`src/rtl/controle_multiplicador_if.sv`:
```
// -----------------------------------------------------------------------------
// controle_multiplicador_if
// Bundles the start/operand/result signals of the shift-and-add multiplier
// controller together with its link to the external combinational Adder.
//
// Signals:
//   Iniciar         start request (wrapper -> controller)
//   MultiplicandoA  multiplicand  (wrapper -> controller)
//   MultiplicadorB  multiplier    (wrapper -> controller)
//   Soma            Adder sum, LARGURA+1 bits (Adder -> controller)
//   OperandoA       Adder operand A = accumulator (controller -> Adder)
//   OperandoB       Adder operand B = multiplicand or 0 (controller -> Adder)
//   Produto         registered 2*LARGURA product
//   Pronto          one-cycle completion pulse
//   Ocupado         high while an operation is in progress
//   Erro            (only with MULTIPLICADOR_ERRO_EN) start-while-busy pulse
//
// Modports: master = wrapper/Adder side, slave = controller side.
// -----------------------------------------------------------------------------
interface controle_multiplicador_if #(
  parameter int LARGURA = 4
) ();
  logic                   Iniciar;
  logic [LARGURA-1:0]     MultiplicandoA;
  logic [LARGURA-1:0]     MultiplicadorB;
  logic [LARGURA:0]       Soma;
  logic [LARGURA-1:0]     OperandoA;
  logic [LARGURA-1:0]     OperandoB;
  logic [2*LARGURA-1:0]   Produto;
  logic                   Pronto;
  logic                   Ocupado;
`ifdef MULTIPLICADOR_ERRO_EN
  logic                   Erro;
`endif

  modport master (
    output Iniciar, MultiplicandoA, MultiplicadorB, Soma,
    input  OperandoA, OperandoB, Produto, Pronto, Ocupado
`ifdef MULTIPLICADOR_ERRO_EN
    , input Erro
`endif
  );

  modport slave (
    input  Iniciar, MultiplicandoA, MultiplicadorB, Soma,
    output OperandoA, OperandoB, Produto, Pronto, Ocupado
`ifdef MULTIPLICADOR_ERRO_EN
    , output Erro
`endif
  );
endinterface

```
`src/rtl/controle_multiplicador.sv`:
```
// -----------------------------------------------------------------------------
// controle_multiplicador
// Sequential shift-and-add controller computing an unsigned LARGURA x LARGURA
// product with a single shared external combinational Adder. Each of the
// LARGURA iterations takes two cycles: SOMA captures {C,A} <- Soma, DESLOCA
// shifts {C,A,Q} right by one. The result is loaded into Produto on the last
// shift and Pronto is high for the following single cycle (state FIM).
//
// Ports:
//   Clock  rising-edge clock
//   Reset  synchronous, active-high; aborts any running operation
//   bus    controle_multiplicador_if.slave (start/operands, Adder link,
//          Produto/Pronto/Ocupado)
//
// Optional feature: define MULTIPLICADOR_ERRO_EN to add the registered Erro
// output, pulsing one cycle after Iniciar was seen while busy.
// -----------------------------------------------------------------------------
module controle_multiplicador #(
  parameter int LARGURA = 4
) (
  input  logic                   Clock,
  input  logic                   Reset,
  controle_multiplicador_if.slave bus
);

  localparam int CW = $clog2(LARGURA) + 1;
  localparam logic [CW-1:0] ULTIMO = CW'(LARGURA - 1);

  typedef enum logic [1:0] {
    OCIOSO  = 2'd0,
    SOMA    = 2'd1,
    DESLOCA = 2'd2,
    FIM     = 2'd3
  } estado_t;

  estado_t                estado_q, estado_d;
  logic [LARGURA-1:0]     m_q, m_d;
  logic [LARGURA-1:0]     q_q, q_d;
  logic [LARGURA-1:0]     a_q, a_d;
  logic                   c_q, c_d;
  logic [CW-1:0]          cnt_q, cnt_d;
  logic [2*LARGURA-1:0]   produto_q, produto_d;

  always_ff @(posedge Clock) begin
    if (Reset) begin
      estado_q  <= OCIOSO;
      m_q       <= '0;
      q_q       <= '0;
      a_q       <= '0;
      c_q       <= 1'b0;
      cnt_q     <= '0;
      produto_q <= '0;
    end else begin
      estado_q  <= estado_d;
      m_q       <= m_d;
      q_q       <= q_d;
      a_q       <= a_d;
      c_q       <= c_d;
      cnt_q     <= cnt_d;
      produto_q <= produto_d;
    end
  end

  always_comb begin
    estado_d  = estado_q;
    m_d       = m_q;
    q_d       = q_q;
    a_d       = a_q;
    c_d       = c_q;
    cnt_d     = cnt_q;
    produto_d = produto_q;

    case (estado_q)
      OCIOSO: begin
        if (bus.Iniciar) begin
          m_d      = bus.MultiplicandoA;
          q_d      = bus.MultiplicadorB;
          a_d      = '0;
          c_d      = 1'b0;
          cnt_d    = '0;
          estado_d = SOMA;
        end
      end

      SOMA: begin
        // With Q[0]=0 the Adder sees B=0, so this reloads A and clears C.
        {c_d, a_d} = bus.Soma;
        estado_d   = DESLOCA;
      end

      DESLOCA: begin
        // {C,A,Q} >> 1: the carry becomes the accumulator MSB and the
        // accumulator LSB moves into the multiplier register.
        a_d   = {c_q, a_q[LARGURA-1:1]};
        q_d   = {a_q[0], q_q[LARGURA-1:1]};
        c_d   = 1'b0;
        cnt_d = cnt_q + CW'(1);
        if (cnt_q == ULTIMO) begin
          produto_d = {c_q, a_q, q_q[LARGURA-1:1]};
          estado_d  = FIM;
        end else begin
          estado_d  = SOMA;
        end
      end

      FIM: begin
        estado_d = OCIOSO;
      end

      default: begin
        estado_d = OCIOSO;
      end
    endcase
  end

  assign bus.OperandoA = a_q;
  assign bus.OperandoB = q_q[0] ? m_q : '0;
  assign bus.Produto   = produto_q;
  assign bus.Pronto    = (estado_q == FIM);
  assign bus.Ocupado   = (estado_q != OCIOSO);

`ifdef MULTIPLICADOR_ERRO_EN
  logic erro_q;

  always_ff @(posedge Clock) begin
    if (Reset) begin
      erro_q <= 1'b0;
    end else begin
      erro_q <= bus.Iniciar & (estado_q != OCIOSO);
    end
  end

  assign bus.Erro = erro_q;
`endif

endmodule
```
`src/flat_wrapper.sv`:
```
// flat-port wrapper written by rule: the top's interface ports become plain ports
module controle_multiplicador_flat 
#(
  parameter int LARGURA = 4
)
  (Clock, Reset, bus_Iniciar, bus_MultiplicandoA, bus_MultiplicadorB, bus_Soma, bus_OperandoA, bus_OperandoB, bus_Produto, bus_Pronto, bus_Ocupado);
  controle_multiplicador_if #(.LARGURA(LARGURA)) bus_i ();
  input  logic Clock;
  input  logic Reset;
  input wire logic [$bits(bus_i.Iniciar)-1:0] bus_Iniciar;
  input wire logic [$bits(bus_i.MultiplicandoA)-1:0] bus_MultiplicandoA;
  input wire logic [$bits(bus_i.MultiplicadorB)-1:0] bus_MultiplicadorB;
  input wire logic [$bits(bus_i.Soma)-1:0] bus_Soma;
  output wire logic [$bits(bus_i.OperandoA)-1:0] bus_OperandoA;
  output wire logic [$bits(bus_i.OperandoB)-1:0] bus_OperandoB;
  output wire logic [$bits(bus_i.Produto)-1:0] bus_Produto;
  output wire logic [$bits(bus_i.Pronto)-1:0] bus_Pronto;
  output wire logic [$bits(bus_i.Ocupado)-1:0] bus_Ocupado;
  assign bus_i.Iniciar = bus_Iniciar;
  assign bus_i.MultiplicandoA = bus_MultiplicandoA;
  assign bus_i.MultiplicadorB = bus_MultiplicadorB;
  assign bus_i.Soma = bus_Soma;
  assign bus_OperandoA = bus_i.OperandoA;
  assign bus_OperandoB = bus_i.OperandoB;
  assign bus_Produto = bus_i.Produto;
  assign bus_Pronto = bus_i.Pronto;
  assign bus_Ocupado = bus_i.Ocupado;
  controle_multiplicador #(.LARGURA(LARGURA)) u_core (.Clock(Clock), .Reset(Reset), .bus(bus_i));
endmodule
```
`config.mk`:
```
export PLATFORM = sky130hd
export DESIGN_NAME = controle_multiplicador_flat
export DESIGN_NICKNAME = d
export VERILOG_FILES = /design/src/rtl/controle_multiplicador_if.sv /design/src/rtl/controle_multiplicador.sv /design/src/flat_wrapper.sv
export SDC_FILE = /design/constraint.sdc
export NUM_CORES = 1
export LEC_CHECK = 0
export ABC_AREA = 1
export CORE_ASPECT_RATIO = 1.25
export CORE_MARGIN = 2
export CORE_UTILIZATION = 35
export DETAILED_ROUTE_END_ITERATION = 16
export MAX_ROUTING_LAYER = met4
export PLACE_DENSITY = 0.67
export SYNTH_ARGS = -nofsm -noshare
export SYNTH_HDL_FRONTEND = slang
export SYNTH_SLANG_ARGS = --single-unit
export TNS_END_PERCENT = 50
```
`constraint.sdc`:
```
create_clock -name Clock -period 1.71 [get_ports Clock]
set_input_delay 0.171 -clock Clock [delete_from_list [all_inputs] [get_ports Clock]]
set_output_delay 0.171 -clock Clock [all_outputs]
set_load 0.01 [all_outputs]
```
==> impl_metrics.py <==
metrics = {
    "final_layout": {
        "final_cell_area_um2": 1660,
        "mostFrequentLayoutCell": "nor2_1",
        "nNetsFinal": 235,
        "diodes": 0,
        "mostFrequentLayoutCells": "nor2_1, nand2_1, clkdlybuf4s50_1",
        "postLayoutCoreUtil": 0.484,
        "drive_above_1_share": 0.0664,
        "syn2layout_area_growth_pct": 34.7,
    },
    "timing": {
        "fmax_ghz": 0.633,
        "fin_crit_sh": 0.924,
        "rsz0062_at_grt": "no",
        "drv_slew": 0,
        "clock_skew_ns": 0.00845,
        "finalSetupViolCount": 0,
        "worst_slew_pin_slew_ns": 0.372,
        "max_slew_margin": 0.752,
        "tns_ns": 0,
        "worst_slack_ns": 0.130,
        "fin_crit_ns": 1.58,
        "hold_viol": 0,
    },
    "clock_tree": {
        "clk_pin_slew_ns": 0.09,
        "root_buffer": "clkbuf_8",
        "clk_path_buf_depth": 2,
        "htree_levels": 1,
        "clock_latency_ns": 0.27,
        "tritoncts.num_buffers": 3,
        "postCtsSetupBuffers": 0,
        "clock_sinks": 26,
        "cts_tree": "built",
    },
    "yosys": {
        "synth_cell_types": 19,
        "syn_inst": 175,
        "syn-cell-area_um2": 1230,
        "yosysWarnings": 0,
        "avgSynthCellArea_um2": 7.02,
        "syn_nets": 198,
        "synth_seq_cells": 26,
        "synth_top_area_cell": "dfxtp_1",
        "synthTopCellsByArea": "dfxtp_1, nor2_1, nand2_1",
        "synth_top_area_share": 0.424,
        "ys_seq_area_frac": 0.424,
    },
    "detailed_routing": {
        "vias": 1145,
        "routedWlPerCell_um": 10.4,
        "remaining_drc_errors": 0,
        "wirelength_um": 2610,
        "drt_iter0_markers": 27,
        "vias_per_cell": 4.58,
        "drt-pass1-iter-count": 4,
        "final_antenna_net_count": 0,
    },
    "power_and_ir_drop": {
        "power_uw": 1380,
        "powerDensity_nw_per_um2": 832,
        "peakVddDrop_mv": 0.522,
        "leakagePower_uw": 0.000738,
    },
    "worst_setup_path": {
        "cp.required_ns": 1.54,
        "cp-end-kind": "primary output",
        "max_stage_delay_ns": 0.55,
        "critical_path_class": "reg -> out",
        "worstSetupStartpointType": "flip-flop",
        "cp_top_family": "buffers and inverters",
        "path_buf_inv": 1,
        "r2r_slack_ns": 0.32,
        "cp_max_fo": 5,
        "rr_worst_depth": 8,
        "path_cells": "ha_1, clkdlybuf4s50_1",
        "r2r_start": "u_core.estado_q[0]$_SDFFE_PP0P_",
        "crit-reg2reg-capture": "u_core.cnt_q[1]$_SDFFE_PP0P_",
        "arrival_ns": 1.41,
        "crit_slowest_cell": "clkdlybuf4s50_1",
    },
    "min_path": {
        "hold_depth": 2,
        "holdPathEnd": "u_core.cnt_q[2]$_SDFFE_PP0P_",
        "hold_class": "reg -> reg",
        "min_from": "u_core.cnt_q[2]$_SDFFE_PP0P_",
    },
    "grt": {
        "grt_max_degree": 17,
        "first_global_vias": 1014,
        "grt_first_pass_wirelength_um": 4600,
        "antenna_found_initial": 0,
        "grtUsageTotal": 0.147,
        "grt_overflow": 0,
    },
    "floorplan": {
        "die_area_um2": 4000,
        "placementRows": 24,
        "start_util": 0.359,
        "core-area_um2": 3420,
        "io_pins": 34,
        "die_w_um": 57.0,
        "die_y_um": 70.2,
    },
    "outcome": {
        "outcome": "finished clean",
    },
    "placed_design": {
        "post-dp-hpwl_um": 1900,
        "io_buffers": 33,
        "placed_area_um2": 1600,
        "gp_congestion": 0.824,
        "pre_cts_ws_ns": 0.193,
    },
    "job": {
        "cap_violations": 0,
    },
}
[power by group]
group	internal [µW]	switching [µW]
Clock	206	192
Combinational	126	169
Sequential	651	34.1
[synth_stat cells]
cell	number
o21ai_0	21
inv_1	17
buf_2	1
ha_1	7
nand3b_1	1
clkbuf_1	1
nand2_4	1
a211oi_1	1
buf_6	2
nand2_1	34
inv_4	1
nor2_1	47
dfxtp_1	26
nand3_1	2
a21oi_1	6
nand2_2	2
a21boi_0	3
inv_2	1
o21ai_1	1
[state kept, by name, indices dropped and copies added (netlist names)]
signal	flops
u_core.c_q	1
u_core.bus.OperandoA	4
u_core.m_q	4
u_core.estado_q	2
u_core.cnt_q	3
u_core.q_q	4
u_core.bus.Produto	8
[layer usage]
layer  global-route usage  wire (µm)
met5                    -          0
met4               0.0698         14
met3               0.0204         63
met2                0.232       1280
met1                0.184       1250
[cell type report]
cell class / instances / area [µm²]
clock buffers: 4 / 55.1
fillers: 377 / 1770
inverters: 19 / 73.8
multi-input cells: 126 / 603
flip-flops and latches: 26 / 523
well taps: 39 / 48.8
repair buffers: 36 / 352
[metrics by stage]
step	instances	hold WS (ns)
6_report	250	0.463
4_1_cts	250	0.466
5_1_grt	250	0.492
3_5_place_dp	246	0.454
2_1_floorplan	175	0.337
3_3_place_gp	246	0.450
[worst reg2reg max path, stage by stage, from the launching register on]
cell	delay, ns
dfxtp_2	0.38
inv_1	0.08
ha_1	0.21
buf_4	0.18
nand2_1	0.09
nand2_2	0.09
inv_2	0.12
nand2_1	0.06
a21oi_1	0.12
[cell families after synthesis]
family                   share of synthesized area
AO/OA/AOI/OAI                                0.138
adder cells (fa/ha/maj)                     0.0713
buffers and inverters                       0.0855
flip-flops                                   0.424
AND/OR/NAND/NOR                              0.281
[repair_timing]
| item | 4_1_cts | 5_1_grt |
|---|---|---|
| hold buffers | 0 | 0 |
| setup endpoints to repair | 1 | 0 |
| gates resized for setup | 3 | 0 |
[worst max path at each step]
stage	to	slack, ns	cells past startpoint	from
3_5_place_dp	bus_Ocupado	0.19	4	u_core.estado_q[0]$_SDFFE_PP0P_
3_3_place_gp	bus_Ocupado	0.21	4	u_core.estado_q[0]$_SDFFE_PP0P_
5_1_grt	bus_Pronto	0.07	2	u_core.estado_q[0]$_SDFFE_PP0P_
4_1_cts	bus_Pronto	0.12	2	u_core.estado_q[0]$_SDFFE_PP0P_
2_1_floorplan	u_core.q_q[1]$_SDFFE_PP0P_	0.44	8	u_core.estado_q[0]$_SDFFE_PP0P_
6_report	bus_Pronto	0.13	2	u_core.estado_q[0]$_SDFFE_PP0P_
Power figures use the tool's default switching activity.
